$ cat src/rtl/usb_tx_framer_pkg.sv
// Shared types and constants for the low-speed USB transmit framer.
// Covers PID encodings, CRC16 constants, framer FSM states and PID classification helpers.
package usb_tx_framer_pkg;

  localparam int MAX_LEN_DEF    = 8;
  localparam int EOP_CYCLES_DEF = 64;

  localparam logic [15:0] CRC16_INIT   = 16'hFFFF;
  localparam logic [15:0] CRC16_POLY_R = 16'hA001;

  typedef enum logic [3:0] {
    PID_OUT   = 4'b0001,
    PID_IN    = 4'b1001,
    PID_SOF   = 4'b0101,
    PID_SETUP = 4'b1101,
    PID_ACK   = 4'b0010,
    PID_NAK   = 4'b1010,
    PID_STALL = 4'b1110,
    PID_DATA0 = 4'b0011,
    PID_DATA1 = 4'b1011
  } pid_t;

  typedef enum logic [2:0] {
    IDLE,
    PID,
    FETCH,
    DATA,
    CRC_LO,
    CRC_HI,
    DROP,
    HOLD
  } tx_framer_state_t;

  function automatic logic pid_is_handshake(input logic [3:0] p);
    return (p == PID_ACK) || (p == PID_NAK) || (p == PID_STALL);
  endfunction

  function automatic logic pid_is_data(input logic [3:0] p);
    return (p == PID_DATA0) || (p == PID_DATA1);
  endfunction

endpackage

$ cat src/rtl/usb_tx_framer_crc16.sv
// One-byte update of the USB CRC16 (reflected polynomial 0xA001), LSB of the byte first.
// Purely combinational: eight LFSR steps unrolled in a single cycle.
module usb_crc16_byte
  import usb_tx_framer_pkg::*;
(
  input  logic [15:0] crc_i,
  input  logic [7:0]  d_i,
  output logic [15:0] crc_o
);

  logic [15:0] c;

  always_comb begin
    c = crc_i;
    for (int i = 0; i < 8; i++) begin
      c = (c >> 1) ^ (((c[0] ^ d_i[i]) == 1'b1) ? CRC16_POLY_R : 16'h0000);
    end
    crc_o = c;
  end

endmodule

$ cat src/rtl/usb_tx_framer.sv
// Low-speed device transmit framer: emits PID, optional payload from the endpoint RAM and CRC16,
// then waits out the EOP before pulsing done.
module usb_tx_framer
  import usb_tx_framer_pkg::*;
#(
  parameter int MAX_LEN    = MAX_LEN_DEF,
  parameter int EOP_CYCLES = EOP_CYCLES_DEF
) (
  input  logic       clk,
  input  logic       reset,
  input  logic       start,
  input  logic [3:0] pid,
  input  logic [3:0] len,
  output logic [2:0] buf_addr,
  input  logic [7:0] buf_data,
  output logic [7:0] tx_data,
  output logic       tx_valid,
  input  logic       tx_ready,
  output logic       busy,
  output logic       done,
  output logic       err
);

  localparam int HOLD_W = (EOP_CYCLES > 2) ? $clog2(EOP_CYCLES) : 1;

  tx_framer_state_t state_q, state_d;
  logic [7:0]        tx_data_q, tx_data_d;
  logic              tx_valid_q, tx_valid_d;
  logic [2:0]        buf_addr_q, buf_addr_d;
  logic              busy_q, busy_d;
  logic              done_q, done_d;
  logic              err_q, err_d;
  logic [15:0]       crc_q, crc_d;
  logic [3:0]        cnt_q, cnt_d;
  logic [3:0]        len_q, len_d;
  logic              data_pkt_q, data_pkt_d;
  logic [HOLD_W-1:0] hold_q, hold_d;

  logic [15:0] crc_next;
  logic        is_hs;
  logic        is_dat;
  logic        len_ok;

  usb_crc16_byte u_crc (
    .crc_i (crc_q),
    .d_i   (buf_data),
    .crc_o (crc_next)
  );

  assign is_hs  = pid_is_handshake(pid);
  assign is_dat = pid_is_data(pid);
  assign len_ok = int'(len) <= MAX_LEN;

  always_comb begin
    // NOTE: every _d gets a default before the case so no path leaves it unassigned (no latches).
    state_d    = state_q;
    tx_data_d  = tx_data_q;
    tx_valid_d = tx_valid_q;
    buf_addr_d = buf_addr_q;
    busy_d     = busy_q;
    done_d     = 1'b0;
    err_d      = 1'b0;
    crc_d      = crc_q;
    cnt_d      = cnt_q;
    len_d      = len_q;
    data_pkt_d = data_pkt_q;
    hold_d     = hold_q;

    unique case (state_q)
      IDLE: begin
        // A start landing on the done pulse belongs to the finished packet's cycle and is dropped.
        if (start && !done_q) begin
          if (is_hs || (is_dat && len_ok)) begin
            tx_data_d  = {~pid, pid};
            tx_valid_d = 1'b1;
            busy_d     = 1'b1;
            crc_d      = CRC16_INIT;
            cnt_d      = 4'd0;
            len_d      = len;
            data_pkt_d = is_dat;
            if (is_dat && (len != 4'd0)) buf_addr_d = 3'd0;
            state_d    = PID;
          end else begin
            err_d = 1'b1;
          end
        end
      end
      PID: begin
        if (tx_ready) begin
          if (!data_pkt_q) begin
            state_d = DROP;
          end else if (len_q == 4'd0) begin
            tx_data_d = ~crc_q[7:0];
            state_d   = CRC_LO;
          end else begin
            state_d = FETCH;
          end
        end
      end
      FETCH: begin
        tx_data_d  = buf_data;
        crc_d      = crc_next;
        buf_addr_d = buf_addr_q + 3'd1;
        state_d    = DATA;
      end
      DATA: begin
        if (tx_ready) begin
          if (cnt_q + 4'd1 == len_q) begin
            tx_data_d = ~crc_q[7:0];
            state_d   = CRC_LO;
          end else begin
            cnt_d   = cnt_q + 4'd1;
            state_d = FETCH;
          end
        end
      end
      CRC_LO: begin
        if (tx_ready) begin
          tx_data_d = ~crc_q[15:8];
          state_d   = CRC_HI;
        end
      end
      CRC_HI: begin
        if (tx_ready) state_d = DROP;
      end
      DROP: begin
        tx_valid_d = 1'b0;
        hold_d     = HOLD_W'(EOP_CYCLES - 1);
        state_d    = HOLD;
      end
      HOLD: begin
        if (hold_q == '0) begin
          done_d  = 1'b1;
          busy_d  = 1'b0;
          state_d = IDLE;
        end else begin
          hold_d = hold_q - 1'b1;
        end
      end
      default: state_d = IDLE;
    endcase
  end

  always_ff @(posedge clk) begin
    // NOTE: non-blocking assignments so every flop samples the pre-edge values of the others.
    if (reset) begin
      state_q    <= IDLE;
      tx_data_q  <= 8'h00;
      tx_valid_q <= 1'b0;
      buf_addr_q <= 3'd0;
      busy_q     <= 1'b0;
      done_q     <= 1'b0;
      err_q      <= 1'b0;
      crc_q      <= CRC16_INIT;
      cnt_q      <= 4'd0;
      len_q      <= 4'd0;
      data_pkt_q <= 1'b0;
      hold_q     <= '0;
    end else begin
      state_q    <= state_d;
      tx_data_q  <= tx_data_d;
      tx_valid_q <= tx_valid_d;
      buf_addr_q <= buf_addr_d;
      busy_q     <= busy_d;
      done_q     <= done_d;
      err_q      <= err_d;
      crc_q      <= crc_d;
      cnt_q      <= cnt_d;
      len_q      <= len_d;
      data_pkt_q <= data_pkt_d;
      hold_q     <= hold_d;
    end
  end

  assign tx_data  = tx_data_q;
  assign tx_valid = tx_valid_q;
  assign buf_addr = buf_addr_q;
  assign busy     = busy_q;
  assign done     = done_q;
  assign err      = err_q;

endmodule
$ cat config.mk
export PLATFORM = sky130hd
export DESIGN_NAME = usb_tx_framer
export DESIGN_NICKNAME = d
export VERILOG_FILES = /design/src/rtl/usb_tx_framer_pkg.sv /design/src/rtl/usb_tx_framer_crc16.sv /design/src/rtl/usb_tx_framer.sv
export SDC_FILE = /design/constraint.sdc
export NUM_CORES = 1
export LEC_CHECK = 0
export BUFFER_PORTS_ARGS = -buffer_cell sky130_fd_sc_hd__buf_4
export CAP_MARGIN = 20
export CELL_PAD_IN_SITES_DETAIL_PLACEMENT = 1
export CELL_PAD_IN_SITES_GLOBAL_PLACEMENT = 1
export CORE_UTILIZATION = 42
export CTS_CLUSTER_DIAMETER = 30
export DETAILED_ROUTE_END_ITERATION = 8
export GPL_ROUTABILITY_DRIVEN = 0
export PLACE_DENSITY = 0.82
export SKIP_CTS_REPAIR_TIMING = 1
export SLEW_MARGIN = 20
export SYNTH_ARGS = -nofsm -noshare
export SYNTH_HDL_FRONTEND = slang
export SYNTH_SLANG_ARGS = --single-unit
export TNS_END_PERCENT = 20
$ cat constraint.sdc
create_clock -name clk -period 2.33 [get_ports clk]
set_input_delay 0.1165 -clock clk [delete_from_list [all_inputs] [get_ports clk]]
set_output_delay 0.1165 -clock clk [all_outputs]
set_load 0.05 [all_outputs]
==> metrics <==
first-pass GRT wire length 12320 um; worst-margin pin slew 0.5201 ns; I/O Buffers 34; FF/Latch Area 980.9 sq um; DR pass1 iterations 4; dominant cells by area after synthesis dfxtp_1 37%, a21oi_1 6.3%, xnor2_1 5.9%; core box area 6061 sq um; hold crit path type in -> reg; area leader, netlist dfxtp_1; insertion delay to the later sink of the worst-skew pair 0.31 ns; clk sinks 49; reg2reg end tx_data[6]; via count 2545; top cell type's share of synthesized area 36.52%; DIE AREA 6720 sq um; status finished clean; WHS Path Cells 3; most frequent cells in the layout 49 x dfxtp_1, 49 x buf_4, 36 x nand2_1; Slew Viols, Final 0; Peak VDD IR 0.6126 mV; syn avg cell area 7.948 sq um; Tmin final 2.136 ns; H-tree levels 2; Routed WL 7584 um; GRT Resource Usage Total 24.42%; TritonCTS clock tree built; PwrDens 968.5 nW/um^2; post-synthesis sequential area ratio 36.52%; Die Y 81.98 um; via density per instance 5.694; fin util 52.87%; CP startpoint kind flip-flop; number of diodes 0; Cells after Synth 338; dpl hpwl 5449 um; Chip Width 81.98 um; area occupied by multi-input gates 1585 sq um; Final ANT Viol Nets 0; Core Rows 28; Tcrit/Tclk final 91.68%; CP required 2.51 ns; Hold WS 0.07215 ns; hold wc startpoint len[0]; Seq cells post-synth 49; total grt overflow 0; Design Power 3.104 mW; RR Startpoint cnt_q[1]; Cells after DPL 439; Clock Root Buffer clkbuf_8; clock buffer depth 2; final hold vios 0; Worst Path Arrival 2.32 ns; RSZ-0062 raised after global routing false; DRT iter0 DRCs 153; reg-to-reg slack, setup 0.19 ns; Net Count, Synth 362; fin cells 447; Layout Nets 395; max frequency 468.1 MHz; WHS Endpoint len_q[0]; Fin Clk Skew 0.006901 ns; number of distinct library cells after synthesis 47; r2r worst-path depth 7; critical path class reg -> reg; Fillers 743; Clock transition at path regs 0.10 ns; Critical Path End Type flip-flop; worst-path maximum fanout 12; Post-route DRC 0; final number of setup-violating endpoints 0; synthesized cell area 2686 sq um; vias in the first global route 2393; setup TNS 0 ns; TritonCTS Buffers 5; largest net degree at the start of global routing 50; Post-synth top flop dfxtp_1; layout cells sized above 1 17.47%; Post-synth ARST share 0%; Area Overhead vs Synth 19.28%; average routed wire per standard cell 16.97 um; I/O pin total 35; Leak Pwr 1.303 nW; initial antenna violation count 0; Starting Density 44.32%; Post-synth EDFFs 0; yosys warns 0; Rel. slew slack 65.33%; maxcap violations 0
==> flip-flops by register name, summed over array words and instances, names as in the netlist <==
signal	cells
buf_addr	3
busy	1
cnt_q	4
crc_q	16
data_pkt_q	1
done	1
err	1
hold_q	6
len_q	4
state_q	3
tx_data	8
tx_valid	1
==> metrics by stage <==
| stage | cell area, sq um | setup slack [ns] |
|---|---|---|
| floorplan | 2686 | 0.2989 |
| global placement | 3070 | 0.2768 |
| detailed placement | 3070 | 0.1925 |
| CTS | 3204 | 0.1693 |
| global route | 3204 | 0.01178 |
| finish | 3204 | 0.1939 |
==> per-layer routing <==
metal	global-route usage (%)	vias up	share of wire, %
met5	0	-	0
met4	8.070	0	1.5
met3	4.000	8	3.8
met2	39.34	52	47
met1	32.89	1230	47
li1	-	1255	-
==> worst max-delay path by stage <==
stage / start / end / slack, ns / depth (start not counted)
6_report: cnt_q[1] / tx_data[6] / 0.19 / 7
5_1_grt: crc_q[4] / crc_q[15] / 0.01 / 6
4_1_cts: cnt_q[1] / tx_data[6] / 0.17 / 7
3_5_place_dp: cnt_q[1] / tx_data[6] / 0.19 / 7
3_3_place_gp: len[0] / tx_data[6] / 0.28 / 7
2_1_floorplan: cnt_q[0] / tx_data[6] / 0.30 / 8
==> synthesized netlist by cell type (2+ instances only) <==
library cell	instances
nand2b_1	3
or2_2	5
clkbuf_1	22
xnor2_1	18
xor2_1	12
and3_1	2
a21oi_1	34
and2_1	3
a22oi_1	3
nor2_1	31
nor3b_1	2
o31ai_1	2
ha_1	4
nand2_1	36
o21bai_1	6
nand3_1	8
inv_1	6
or3_1	4
nand3b_1	2
a311oi_1	4
o21ai_0	14
mux2i_1	6
a211oi_1	8
nor4_1	4
nor2b_1	3
a31oi_1	4
a211o_1	4
nor3_1	21
dfxtp_1	49
==> report_power, final <==
| group | leakage (nW) | switching [mW] | internal (mW) |
|---|---|---|---|
| combinational | 0.836 | 0.808 | 0.515 |
| sequential | 0.398 | 0.102 | 0.948 |
| clock | 0.0681 | 0.303 | 0.427 |
==> area by class of cell <==
type | instances | area share, %
well taps | 75 | 2.929
inverters | 6 | 0.7029
repair buffers | 50 | 12.10
clock buffers | 5 | 2.148
multi-input cells | 259 | 49.47
clock inverters | 3 | 2.030
flip-flops and latches | 49 | 30.61
==> cells by family (layout without fill, tap and decap cells) <==
group | count (synthesis) | in the layout | share of synthesized area, %
DFF | 49 | 49 | 36.52
AOI/OAI and AO/OA | 89 | 89 | 21.33
and+or+nand+nor | 129 | 129 | 22.96
adders and majority gates | 4 | 4 | 1.863
buffers and inverters | 30 | 64 | 4.471
muxes | 6 | 6 | 2.236
xor gates and xnor gates | 31 | 31 | 10.62
==> worst max-delay path: stages (launching register included) <==
cell      delay, ns
dfxtp_1        0.38
ha_1           0.22
xor2_1         0.20
xnor2_1        0.15
nand4_1        0.15
a221o_1        0.51
a311oi_1       0.32
nor3_1         0.06
Power figures use the tool's default switching activity.
